**src/rtl/xilinx_reset_sequencer.sv**
```systemverilog
// Brings up NUM_CH clocking primitives (IDELAYCTRL/MMCM/PLL) one at a time: pulse reset,
// wait for ready, retry on timeout, restart from the lowest channel that loses lock.
module xilinx_reset_sequencer #(
  parameter int unsigned NUM_CH       = 2,
  parameter int unsigned PULSE_CYCLES = 12,
  parameter int unsigned LOCK_TIMEOUT = 1024,
  parameter int unsigned MAX_RETRY    = 3,
  parameter int unsigned SYNC_STAGES  = 2,
  localparam int unsigned CH_W        = (NUM_CH > 1) ? $clog2(NUM_CH) : 1
) (
  input  logic              clock,
  input  logic              rst_n,
  input  logic              soft_rst,
  input  logic [NUM_CH-1:0] ch_ready,
  output logic [NUM_CH-1:0] ch_rst,
  output logic [NUM_CH-1:0] ch_fault,
  output logic              all_ready,
  output logic [CH_W-1:0]   cur_ch
);

  localparam int unsigned PulseW = (PULSE_CYCLES > 1) ? $clog2(PULSE_CYCLES) : 1;
  localparam int unsigned TmoW   = $clog2(LOCK_TIMEOUT);
  localparam int unsigned RetryW = $clog2(MAX_RETRY + 1);

  localparam logic [PulseW-1:0] PulseLast = PulseW'(PULSE_CYCLES - 1);
  localparam logic [TmoW-1:0]   TmoLast   = TmoW'(LOCK_TIMEOUT - 1);
  localparam logic [RetryW-1:0] RetryMax  = RetryW'(MAX_RETRY);
  localparam logic [CH_W-1:0]   LastCh    = CH_W'(NUM_CH - 1);

  typedef enum logic [1:0] {StPulse, StWait, StRun, StFault} state_t;

  state_t                               r_state;
  logic [CH_W-1:0]                      r_idx;
  logic [PulseW-1:0]                    r_pulse_cnt;
  logic [TmoW-1:0]                      r_tmo_cnt;
  logic [RetryW-1:0]                    r_retry;
  logic [NUM_CH-1:0]                    r_ch_rst;
  logic [NUM_CH-1:0]                    r_ch_fault;
  logic                                 r_all_ready;
  logic [SYNC_STAGES-1:0][NUM_CH-1:0]   r_sync;

  logic [NUM_CH-1:0] w_rdy_s;
  logic [NUM_CH-1:0] w_below_idx;
  logic [NUM_CH-1:0] w_from_idx;
  logic [NUM_CH-1:0] w_above_idx;
  logic [NUM_CH-1:0] w_lost;
  logic [NUM_CH-1:0] w_from_lost;
  logic [CH_W-1:0]   w_lost_idx;
  logic              w_found;
  logic              w_lock_loss;
  logic [RetryW-1:0] w_retry_inc;

  assign w_rdy_s     = r_sync[SYNC_STAGES-1];
  assign w_retry_inc = r_retry + RetryW'(1);

  // Channel masks relative to the current index and to the lowest channel that lost lock.
  always_comb begin
    w_below_idx = '0;
    w_from_idx  = '0;
    w_above_idx = '0;
    w_from_lost = '0;
    w_lost_idx  = '0;
    w_found     = 1'b0;
    for (int unsigned j = 0; j < NUM_CH; j++) begin
      w_below_idx[j] = (CH_W'(j) <  r_idx);
      w_from_idx[j]  = (CH_W'(j) >= r_idx);
      w_above_idx[j] = (CH_W'(j) >  r_idx);
    end
    w_lost      = ~w_rdy_s & ((r_state == StRun) ? {NUM_CH{1'b1}} : w_below_idx);
    w_lock_loss = |w_lost;
    for (int unsigned j = 0; j < NUM_CH; j++) begin
      if (w_lost[j] && !w_found) begin
        w_lost_idx = CH_W'(j);
        w_found    = 1'b1;
      end
    end
    for (int unsigned j = 0; j < NUM_CH; j++) begin
      w_from_lost[j] = (CH_W'(j) >= w_lost_idx);
    end
  end

  always_ff @(posedge clock) begin
    if (!rst_n) begin
      r_sync      <= '0;
      r_state     <= StPulse;
      r_idx       <= '0;
      r_pulse_cnt <= '0;
      r_tmo_cnt   <= '0;
      r_retry     <= '0;
      r_ch_rst    <= '1;
      r_ch_fault  <= '0;
      r_all_ready <= 1'b0;
    end else begin
      r_sync <= {r_sync[SYNC_STAGES-2:0], ch_ready};
      if (soft_rst) begin
        r_state     <= StPulse;
        r_idx       <= '0;
        r_pulse_cnt <= '0;
        r_tmo_cnt   <= '0;
        r_retry     <= '0;
        r_ch_rst    <= '1;
        r_ch_fault  <= '0;
        r_all_ready <= 1'b0;
      end else if (r_state != StFault && w_lock_loss) begin
        // Lock loss outranks a coincident ready or timeout on the current channel.
        r_state     <= StPulse;
        r_idx       <= w_lost_idx;
        r_pulse_cnt <= '0;
        r_tmo_cnt   <= '0;
        r_retry     <= '0;
        r_ch_rst    <= w_from_lost;
        r_all_ready <= 1'b0;
      end else begin
        unique case (r_state)
          StPulse: begin
            if (r_pulse_cnt == PulseLast) begin
              r_state   <= StWait;
              r_tmo_cnt <= '0;
              r_ch_rst  <= w_above_idx;
            end else begin
              r_pulse_cnt <= r_pulse_cnt + PulseW'(1);
            end
          end
          StWait: begin
            if (w_rdy_s[r_idx]) begin
              if (r_idx == LastCh) begin
                r_state     <= StRun;
                r_all_ready <= 1'b1;
                r_ch_rst    <= '0;
              end else begin
                r_state     <= StPulse;
                r_idx       <= r_idx + CH_W'(1);
                r_pulse_cnt <= '0;
                r_retry     <= '0;
              end
            end else if (r_tmo_cnt == TmoLast) begin
              r_retry  <= w_retry_inc;
              r_ch_rst <= w_from_idx;
              if (w_retry_inc == RetryMax) begin
                r_state           <= StFault;
                r_ch_fault[r_idx] <= 1'b1;
              end else begin
                r_state     <= StPulse;
                r_pulse_cnt <= '0;
              end
            end else begin
              r_tmo_cnt <= r_tmo_cnt + TmoW'(1);
            end
          end
          StRun: begin
            r_all_ready <= 1'b1;
          end
          StFault: begin
            r_all_ready <= 1'b0;
          end
        endcase
      end
    end
  end

  assign ch_rst    = r_ch_rst;
  assign ch_fault  = r_ch_fault;
  assign all_ready = r_all_ready;
  assign cur_ch    = r_idx;

endmodule

```
**config.mk**
```make
export PLATFORM = sky130hd
export DESIGN_NAME = xilinx_reset_sequencer
export DESIGN_NICKNAME = d
export VERILOG_FILES = /design/src/rtl/xilinx_reset_sequencer.sv
export SDC_FILE = /design/constraint.sdc
export NUM_CORES = 1
export LEC_CHECK = 0
export BUFFER_PORTS_ARGS = -buffer_cell sky130_fd_sc_hd__buf_2
export CORE_UTILIZATION = 48
export CTS_CLUSTER_DIAMETER = 200
export DETAILED_ROUTE_END_ITERATION = 16
export PLACE_DENSITY = 0.68
export RECOVER_POWER = 25
export SYNTH_ARGS = -nofsm -noshare
export SYNTH_HDL_FRONTEND = slang
export SYNTH_SLANG_ARGS = --single-unit
export TNS_END_PERCENT = 5
```
**constraint.sdc**
```tcl
create_clock -name clock -period 1.9 [get_ports clock]
set_input_delay 0.38 -clock clock [delete_from_list [all_inputs] [get_ports clock]]
set_output_delay 0.38 -clock clock [all_outputs]
set_load 0.01 [all_outputs]
```
==> results of run 1 <==
-- report_power, final --
group / leakage, uW / internal [uW] / switching, uW / total [uW]
Combinational: 0.000318 / 14.1 / 18.5 / 32.6
Sequential: 0.000227 / 593 / 5.34 / 599
Clock: 0.0000210 / 117 / 174 / 291
-- state kept, by name, summed over array words and instances (netlist names) --
name	cells
r_tmo_cnt	10
r_state	2
r_sync	2
r_retry	2
ch_rst	2
r_pulse_cnt	4
w_rdy_s	2
ch_fault	2
all_ready	1
cur_ch	1
-- per-stage QoR --
step | worst slack [ns] | hold WS [ns] | total power (uW) | cells
final | 0.1316 | 0.2592 | 922.3 | 217
after global routing | 0.008249 | 0.2475 | 959.9 | 217
after CTS | 0.08079 | 0.2424 | 939.0 | 217
after detailed placement | 0.1127 | 0.4204 | 644.4 | 213
after global placement | 0.1177 | 0.4165 | 642.6 | 213
after floorplan | 0.2000 | 0.4118 | 629.3 | 163
-- synth_stat cells, drive strengths merged, types with 2 or more instances --
cell type	number
dfxtp	28
nor2	18
a21oi	13
nand2	11
nand3	9
o21ai	9
and2	8
nor3	8
clkbuf	4
nor2b	4
ha	3
nand2b	3
nand4	3
or3	3
xnor2	3
a22oi	2
and3	2
buf	2
inv	2
mux2i	2
nor4	2
o211ai	2
o21a	2
o31ai	2
xor2	2
-- routing by layer --
layer  global-route usage, %  wire [um]  up-vias
met4                   8.214         17        0
met1                   25.37       1333      615
met5                       0          0        -
met3                   2.791         83        2
met2                   36.32       1524       29
li1                        -          -      640
-- final cells by class --
class                           instances  share of cell area (%)
Inverter                                2                  0.4691
Multi-Input combinational cell        127                   50.04
Tap cell                               31                   2.424
Timing Repair Buffer                   25                   9.773
Sequential cell                        28                   35.03
Clock buffer                            4                   2.267
-- worst min path at each step --
stage                 endpoint  slack (ns)
finish               r_sync[1]        0.26
global route         r_sync[1]        0.25
CTS                  r_sync[0]        0.24
detailed placement  w_rdy_s[0]        0.42
global placement    w_rdy_s[1]        0.42
floorplan           w_rdy_s[0]        0.41
-- cells by family after synthesis --
group           share of synthesized area [%]
compound gates                          17.86
xor+xnor                                3.174
fa+ha+maj                               2.720
buf+inv                                 2.810
flops                                   40.62
mux                                     2.538
simple gates                            30.28
-- timing repair --
action                                  4_1_cts  5_1_grt
buffers inserted                              0        0
gates resized for setup                       0        4
endpoints found under the hold margin         0        0
endpoints found under the setup margin        0        8
==> out/results.ini, run 1 <==
[drt]
dr_total_vias = 1286
wl_per_cell_um = 13.64
drt-total-wl_um = 2959
postRouteAntennaNets = 0
first_iter_violations = 25
first_pass_iters = 4
vias_per_cell = 5.926
drc = 0

[setup_path]
crit_fanout = 7
cp.arrival_ns = 2.04
cp_slowest_cell = or4_1
cp_cell_sequence = mux2i_2, and2_1, a21boi_4, or4_1, a21oi_1
reg2regPathDepth = 5
endpoint = r_tmo_cnt[7]
worstSetupPathType = reg2reg
endpoint_kind = register
crit_start = cur_ch
cp_data_required_time_ns = 2.17
r2r-start = cur_ch
worstSetupStartpointType = register
cp_num_buf_inv = 0
reg2reg_slack_ns = 0.13
cp_top_family = simple AND/OR/NAND/NOR gates
slowest_delay_ns = 0.47
reg2reg_to = r_tmo_cnt[7]
path_depth = 5

[timing]
hold_viol = 0
drv_slew = 0
worstMarginPinSlew_ns = 0.4843
finalSetupViolations = 0
finalCriticalPeriod_ns = 1.768
rsz0062_at_grt = false
fin_skew_ns = 0.002500
fmax_mhz = 565.5
fin_crit_sh_pct = 93.07
slew-limit-headroom_pct = 67.67
fin_setup_tns_ns = 0

[floorplan]
initial_utilization_pct = 50.48
chipHeight_um = 55.62
num_rows = 19
coreArea_sq_mm = 0.002734
die_w_um = 55.62
num_io_pins = 11
die_area_sq_mm = 0.003094

[yosys]
yosysTopAreaCell = dfxtp_1
yosysUniqueCellTypes = 45
synth_area_leaders = dfxtp_1, nor2_1, a21oi_1, and2_1, nand3_1
synth_edf_count = 0
syn_nets = 171
yosysWarnings = 0
synthArstFlopShare_pct = 0
yosysTopAreaCellShare_pct = 40.62
netlist_area_sq_mm = 0.001380
avgSynthCellArea_sq_um = 8.467
synth_cells = 163
synth_seq_cells = 28
synth-seq-area-share_pct = 40.62
ys.flop_type = dfxtp_1

[global_route]
grt_first_pass_wirelength_um = 5161
grt_max_degree = 16
grt_use_total_pct = 20.63
grt_overflow = 0
grt_pass1_vias = 1191
antenna_found_initial = 0

[cells_and_area]
fill_cells = 246
multi_input_area_sq_um = 800.8
drive_gt1_share_pct = 17.74
finish.utilization_pct = 58.54
diodes = 0
final_nets = 195
syn_to_final_growth_pct = 15.96
seq_area_sq_um = 560.5
final_cell_area_sq_mm = 0.001600
final_cell_mix = dfxtp_1, nor2_1, buf_4
final_common_cell = dfxtp_1

[clocking]
htree_levels = 1
numCtsBuffers = 3
cts_root_buffer = clkbuf_4
cts_tree = done
clock_latency_ns = 0.32
ctsLongestPathBuffers = 2
holdBufCountCts = 0
path_clk_slew_ns = 0.15
clock-sinks = 28

[placement]
dpl_cell_area_sq_mm = 0.001550
place_congestion = 0.8796
port_buffers = 10
hpwl_um = 2239

[hold_path]
holdPathStages = 2
min_from = ch_ready[1]
hold_class = in2reg

[power]
power.density_mw_per_mm2 = 576.3
leakage_uw = 0.0005654
vdd_ir_drop_max_mv = 0.3928

[job]
cap_violations = 0

[status]
status = complete, no violations

Power figures use the tool's default switching activity.
==> inputs of run 2 (changes only) <==
--- a/config.mk
+++ b/config.mk
@@ -6,6 +6,7 @@
 export NUM_CORES = 1
 export LEC_CHECK = 0
 export BUFFER_PORTS_ARGS = -buffer_cell sky130_fd_sc_hd__buf_2
+export CORE_MARGIN = 2
 export CORE_UTILIZATION = 48
 export CTS_CLUSTER_DIAMETER = 200
 export DETAILED_ROUTE_END_ITERATION = 16
==> constraint.sdc (replaced) <==
create_clock -name clock -period 1.66 [get_ports clock]
set_input_delay 0.332 -clock clock [delete_from_list [all_inputs] [get_ports clock]]
set_output_delay 0.332 -clock clock [all_outputs]
set_load 0.01 [all_outputs]
==> run 2 against run 1 <==
Effect of this change:
- flip-flop and latch count stayed put
- worst setup slack worse by 0.11 ns
- cell area is 18% higher
==> out/results.ini, run 2 (synthesis results as in run 1) <==
[status]
status = complete, no violations

[hold_path]
hold_class = in2reg
min_from = ch_ready[1]
hold_end = r_sync[1]
holdPathStages = 2  ; unchanged

[power]
power.density_mw_per_mm2 = 632.3  ; +9.7%
leakage_uw = 0.0007142  ; +26%
vdd_ir_drop_max_mv = 0.5485  ; +40%

[floorplan]
die_area_sq_mm = 0.003320  ; +7.3%
initial_utilization_pct = 50.48  ; unchanged
chipHeight_um = 57.62  ; +3.6%
die_w_um = 57.62  ; +3.6%
coreArea_sq_mm = 0.002734  ; unchanged
num_rows = 19  ; unchanged
num_io_pins = 11  ; unchanged

[clocking]
holdBufCountCts = 0  ; unchanged
cts_tree = done
path_clk_slew_ns = 0.15  ; about the same
cts_root_buffer = clkbuf_4
clock_latency_ns = 0.33  ; about the same
ctsLongestPathBuffers = 2  ; unchanged
htree_levels = 1  ; unchanged
numCtsBuffers = 3  ; unchanged
clock-sinks = 28  ; unchanged

[drt]
wl_per_cell_um = 13.89  ; +1.9%
vias_per_cell = 5.703  ; -3.8%
postRouteAntennaNets = 0  ; unchanged
first_iter_violations = 49  ; +96%
drc = 0  ; unchanged
first_pass_iters = 4  ; unchanged
dr_total_vias = 1363  ; +6.0%
drt-total-wl_um = 3320  ; +12%

[job]
cap_violations = 0  ; unchanged

[global_route]
grt_overflow = 0  ; unchanged
grt_pass1_vias = 1405  ; +18%
use_met2_pct = 40.26  ; +3.9 points
use_met1_pct = 24.86  ; -0.51 points
grt_max_degree = 17  ; +1
busiest_layer = met2
antenna_found_initial = 0  ; unchanged
grt_first_pass_wirelength_um = 5747  ; +11%
grt_use_total_pct = 21.77  ; +1.1 points
grt_use_met3_pct = 2.679  ; -0.11 points

[cells_and_area]
drive_gt1_share_pct = 37.98  ; +20 points
final_cell_area_sq_mm = 0.001881  ; +18%
syn_to_final_growth_pct = 36.26
final_common_cell = buf_4
largest_reg_flops = 10  ; unchanged
final_cell_mix = buf_4, dfxtp_1, nor2_1
reg.largest.list = r_tmo_cnt (10), r_pulse_cnt (4)
regMostFlops = r_tmo_cnt
diodes = 0  ; unchanged
final_nets = 217  ; +11%

[timing]
slew-limit-headroom_pct = 77.18  ; +9.5 points
fin_crit_sh_pct = 98.53  ; +5.5 points
finalSetupViolations = 0  ; unchanged
fin_skew_ns = 0.002521  ; +0.00002087 ns
worstMarginPinSlew_ns = 0.3375  ; -0.1467 ns
finalCriticalPeriod_ns = 1.636  ; -0.1327 ns
fin_setup_tns_ns = 0  ; unchanged
rsz0062_at_grt = true
hold_viol = 0  ; unchanged
drv_slew = 0  ; unchanged
whs_ns = 0.1910  ; -0.06822 ns
fmax_mhz = 611.4  ; +8.1%

[setup_path]
slowest_delay_ns = 0.47  ; about the same
cp.arrival_ns = 1.91  ; -0.13 ns
worstSetupStartpointType = register
cp_cell_sequence = mux2i_4, and2_4, a21boi_4, or4_1, a21oi_1
cp_data_required_time_ns = 1.94  ; -0.23 ns
reg2reg_slack_ns = 0.02  ; -0.11 ns
reg2reg_to = r_tmo_cnt[7]
reg2regPathDepth = 5  ; unchanged
worstSetupPathType = reg2reg
r2r-start = cur_ch
cp_slowest_cell = or4_1
crit_fanout = 6  ; -1
endpoint_kind = register

[placement]
port_buffers = 10  ; unchanged
dpl_cell_area_sq_mm = 0.001718  ; +11%
hpwl_um = 2488  ; +11%
place_congestion = 0.8103  ; -7.9%

## run 2: worst max path at each step
stage	start	end
finish	cur_ch	r_tmo_cnt[7]
CTS	cur_ch	r_tmo_cnt[7]
global route	cur_ch	r_tmo_cnt[7]
floorplan	r_tmo_cnt[1]	r_retry[0]
global placement	r_state[0]	r_tmo_cnt[7]
detailed placement	r_tmo_cnt[1]	r_retry[0]
## run 2: metrics by stage
| step | std cells | worst slack (ns) | utilization (%) | power, uW |
|---|---|---|---|---|
| 2_1_floorplan | 163 | -0.01217 | - | 720.2 |
| 3_3_place_gp | 234 | 0.002143 | 62.84 | 742.7 |
| 3_5_place_dp | 234 | -0.04253 | 62.84 | 744.9 |
| 4_1_cts | 238 | -0.01994 | 65.72 | 1186 |
| 5_1_grt | 239 | -0.04413 | 68.79 | 1220 |
| 6_report | 239 | 0.02437 | 68.79 | 1189 |
## run 2: what timing repair did
item                       CTS  global route
setup endpoints to repair   10            19
gates resized for setup      9            20
pin swaps                    0             6
buffers inserted             0             1
## run 2: cell type report
type / instances / area [sq um]
multi-input combinational: 127 / 883.3
fill: 208 / 853.3
sequential: 28 / 571.8
timing repair buffer: 47 / 326.6
tap: 31 / 38.79
clock inverter: 1 / 30.03
clock buffer: 3 / 22.52
inverter: 2 / 7.507
## run 2: critical path: cells and delay by family, from the launching register on
family / cells / cell delay (ns)
AOI/OAI and AO/OA: 2 / 0.22
DFF: 1 / 0.40
and+or+nand+nor: 2 / 0.67
muxes: 1 / 0.29
## run 2: power breakdown
| part | internal, uW | switching (uW) |
|---|---|---|
| combinational | 26.9 | 27.0 |
| clock | 244 | 207 |
| sequential | 679 | 3.92 |
## run 2: metal layers
layer,wire length [um],vias to the layer above
met5,0,-
met4,69,0
met3,102,9
met2,1744,28
met1,1404,644
li1,-,682
==> inputs of run 3 (changes only) <==
--- a/config.mk
+++ b/config.mk
@@ -7,10 +7,11 @@
 export LEC_CHECK = 0
 export BUFFER_PORTS_ARGS = -buffer_cell sky130_fd_sc_hd__buf_2
 export CORE_MARGIN = 2
-export CORE_UTILIZATION = 48
+export CORE_UTILIZATION = 50
 export CTS_CLUSTER_DIAMETER = 200
 export DETAILED_ROUTE_END_ITERATION = 16
-export PLACE_DENSITY = 0.68
+export GPL_ROUTABILITY_DRIVEN = 1
+export PLACE_DENSITY = 0.7
 export RECOVER_POWER = 25
 export SYNTH_ARGS = -nofsm -noshare
 export SYNTH_HDL_FRONTEND = slang
==> run 3 against run 2 <==
Effect of this change:
- flip-flop and latch count unchanged
- core utilization down 0.69 points
- critical endpoint is now ch_rst[1]
- cell area shrank 2.7%
- maximum frequency grew 0.12%
- register-to-register slack is essentially flat
==> out/results.ini, run 3 (synthesis results as in run 1) <==
[clocking]
numCtsBuffers = 3  ; unchanged
htree_levels = 1  ; unchanged
cts_root_buffer = clkbuf_4
ctsLongestPathBuffers = 2  ; unchanged
clock_latency_ns = 0.33  ; about the same
path_clk_slew_ns = 0.15  ; about the same
cts_tree = done
cts_setup_buffers = 0  ; unchanged
clock-sinks = 28  ; unchanged

[global_route]
grt_first_pass_wirelength_um = 5361  ; -6.7%
grt_max_degree = 17  ; unchanged
grt_pass1_vias = 1250  ; -11%
antenna_found_initial = 0  ; unchanged
grt_overflow = 0  ; unchanged
grt_use_total_pct = 21.15  ; -0.62 points

[drt]
first_iter_violations = 37  ; -24%
wl_per_cell_um = 14.33  ; +3.2%
highest_layer = met4
drt-total-wl_um = 3353  ; +0.99%
drc = 0  ; unchanged
postRouteAntennaNets = 0  ; unchanged
wl_met1_um = 1441  ; +2.6%
wl_met3_um = 127  ; +25%
vias_per_cell = 5.842  ; +2.4%
dr_total_vias = 1367  ; +0.29%
first_pass_iters = 5  ; +1
wl_met2_um = 1669  ; -4.3%

[floorplan]
die_w_um = 56.54  ; -1.9%
num_rows = 19  ; unchanged
num_io_pins = 11  ; unchanged
chipHeight_um = 56.54  ; -1.9%
coreArea_sq_mm = 0.002686  ; -1.7%
die_area_sq_mm = 0.003196  ; -3.7%
initial_utilization_pct = 51.37  ; +0.89 points

[cells_and_area]
regMostFlops = r_tmo_cnt
final_cell_mix = buf_4, dfxtp_1, nor2_1
syn_to_final_growth_pct = 32.55
final_nets = 212  ; -2.3%
drive_gt1_share_pct = 35.96  ; -2.0 points
final_common_cell = buf_4
largest_reg_flops = 10  ; unchanged
fin_cells = 234  ; -2.1%
final_cell_area_sq_mm = 0.001829  ; -2.7%
reg.largest.list = r_tmo_cnt (10), r_pulse_cnt (4)
diodes = 0  ; unchanged

[setup_path]
worstSetupStartpointType = register
crit_fanout = 6  ; unchanged
worstSetupPathType = reg2reg
cp_cell_sequence = nand4_2, or3_4, a211o_4, nor3_2, a21oi_1
cp.arrival_ns = 1.88  ; -0.03 ns
cp_slowest_cell = or3_4
cp_data_required_time_ns = 1.91  ; -0.03 ns
slowest_delay_ns = 0.46  ; about the same
endpoint_kind = register

[placement]
port_buffers = 10  ; unchanged
dp.cells = 230  ; -1.7%
dpl_cell_area_sq_mm = 0.001688  ; -1.7%
pre_cts_ws_ns = -0.08265  ; -0.04011 ns
hpwl_um = 2409  ; -3.2%
place_congestion = 0.8179  ; +0.94%

[power]
power_frac_comb_pct = 4.4  ; about the same
p_sw_uw = 235.9  ; -1.0%
p_int_uw = 945.8  ; -0.51%
leakage_uw = 0.0006780  ; -5.1%
p_clk_share_pct = 38.0  ; about the same
sw_frac_of_total_pct = 19.96  ; -0.083 points
power.density_mw_per_mm2 = 646.0  ; +2.2%
vdd_ir_drop_max_mv = 0.6098  ; +11%
pwr-share-seq_pct = 57.6  ; about the same

[timing]
fmax_mhz = 612.1  ; +0.12%
fin_crit_sh_pct = 98.42  ; -0.12 points
finalCriticalPeriod_ns = 1.634  ; -0.001915 ns
finalSetupViolations = 0  ; unchanged
fin_skew_ns = 0.004823  ; +0.002303 ns
hold_viol = 0  ; unchanged
drv_slew = 0  ; unchanged
rsz0062_at_grt = true
slew-limit-headroom_pct = 78.74  ; +1.6 points
fin_ws_ns = 0.02628  ; +0.001915 ns
worstMarginPinSlew_ns = 0.3145  ; -0.02308 ns
fin_setup_tns_ns = 0  ; unchanged

[job]
cap_violations = 0  ; unchanged

[status]
status = complete, no violations

[hold_path]
hold_class = in2reg

-- run 3: power by group through the flow --
stage	Combinational (uW)	Sequential (uW)	Clock, uW
after floorplan	23.0	697	0
after global placement	47.0	696	0
after detailed placement	48.3	697	0
after CTS	48.8	682	456
after global routing	55.9	682	478
final	51.8	680	450
-- run 3: per-stage QoR --
stage	utilization (%)	hold slack [ns]	total power, uW
after floorplan	-	0.4118	720.2
final	68.10	0.1919	1182
after global routing	68.10	0.1865	1216
after CTS	65.53	0.1840	1187
after detailed placement	62.83	0.4210	745.0
after global placement	62.83	0.4149	743.2
-- run 3: cell type report --
class | instances | area (sq um)
Sequential cell | 28 | 574.3
Timing Repair Buffer | 42 | 287.8
Fill cell | 234 | 857.1
Clock buffer | 3 | 22.52
Multi-Input combinational cell | 127 | 868.3
Inverter | 2 | 7.507
Tap cell | 31 | 38.79
Clock inverter | 1 | 30.03
-- run 3: metal layers --
layer / GRT usage, % / vias to the layer above
met4: 10.20 / 0
met2: 36.38 / 42
met1: 26.09 / 632
li1: - / 673
met5: 0 / -
met3: 2.304 / 20
-- run 3: critical path, delay by kind of cell, from the launching register on --
kind            cells  cell delay, ns
compound gates      2            0.43
flops               1            0.36
simple gates        3            0.75
-- run 3: what timing repair did --
item | 4_1_cts | 5_1_grt
hold buffers | 0 | 0
setup endpoints to repair | 12 | 12
gates resized for setup | 6 | 18
pin swaps | 0 | 3
-- run 3: final timing paths --
| kind | to | cells after the start | slack, ns | start |
|---|---|---|---|---|
| setup / recovery | ch_rst[1] | 5 | 0.03 | r_tmo_cnt[4] |
| hold / removal | r_sync[0] | 2 | 0.19 | ch_ready[0] |
| setup reg to reg | ch_rst[1] | 5 | 0.03 | r_tmo_cnt[4] |
| hold reg to reg | w_rdy_s[1] | 1 | 0.46 | r_sync[1] |
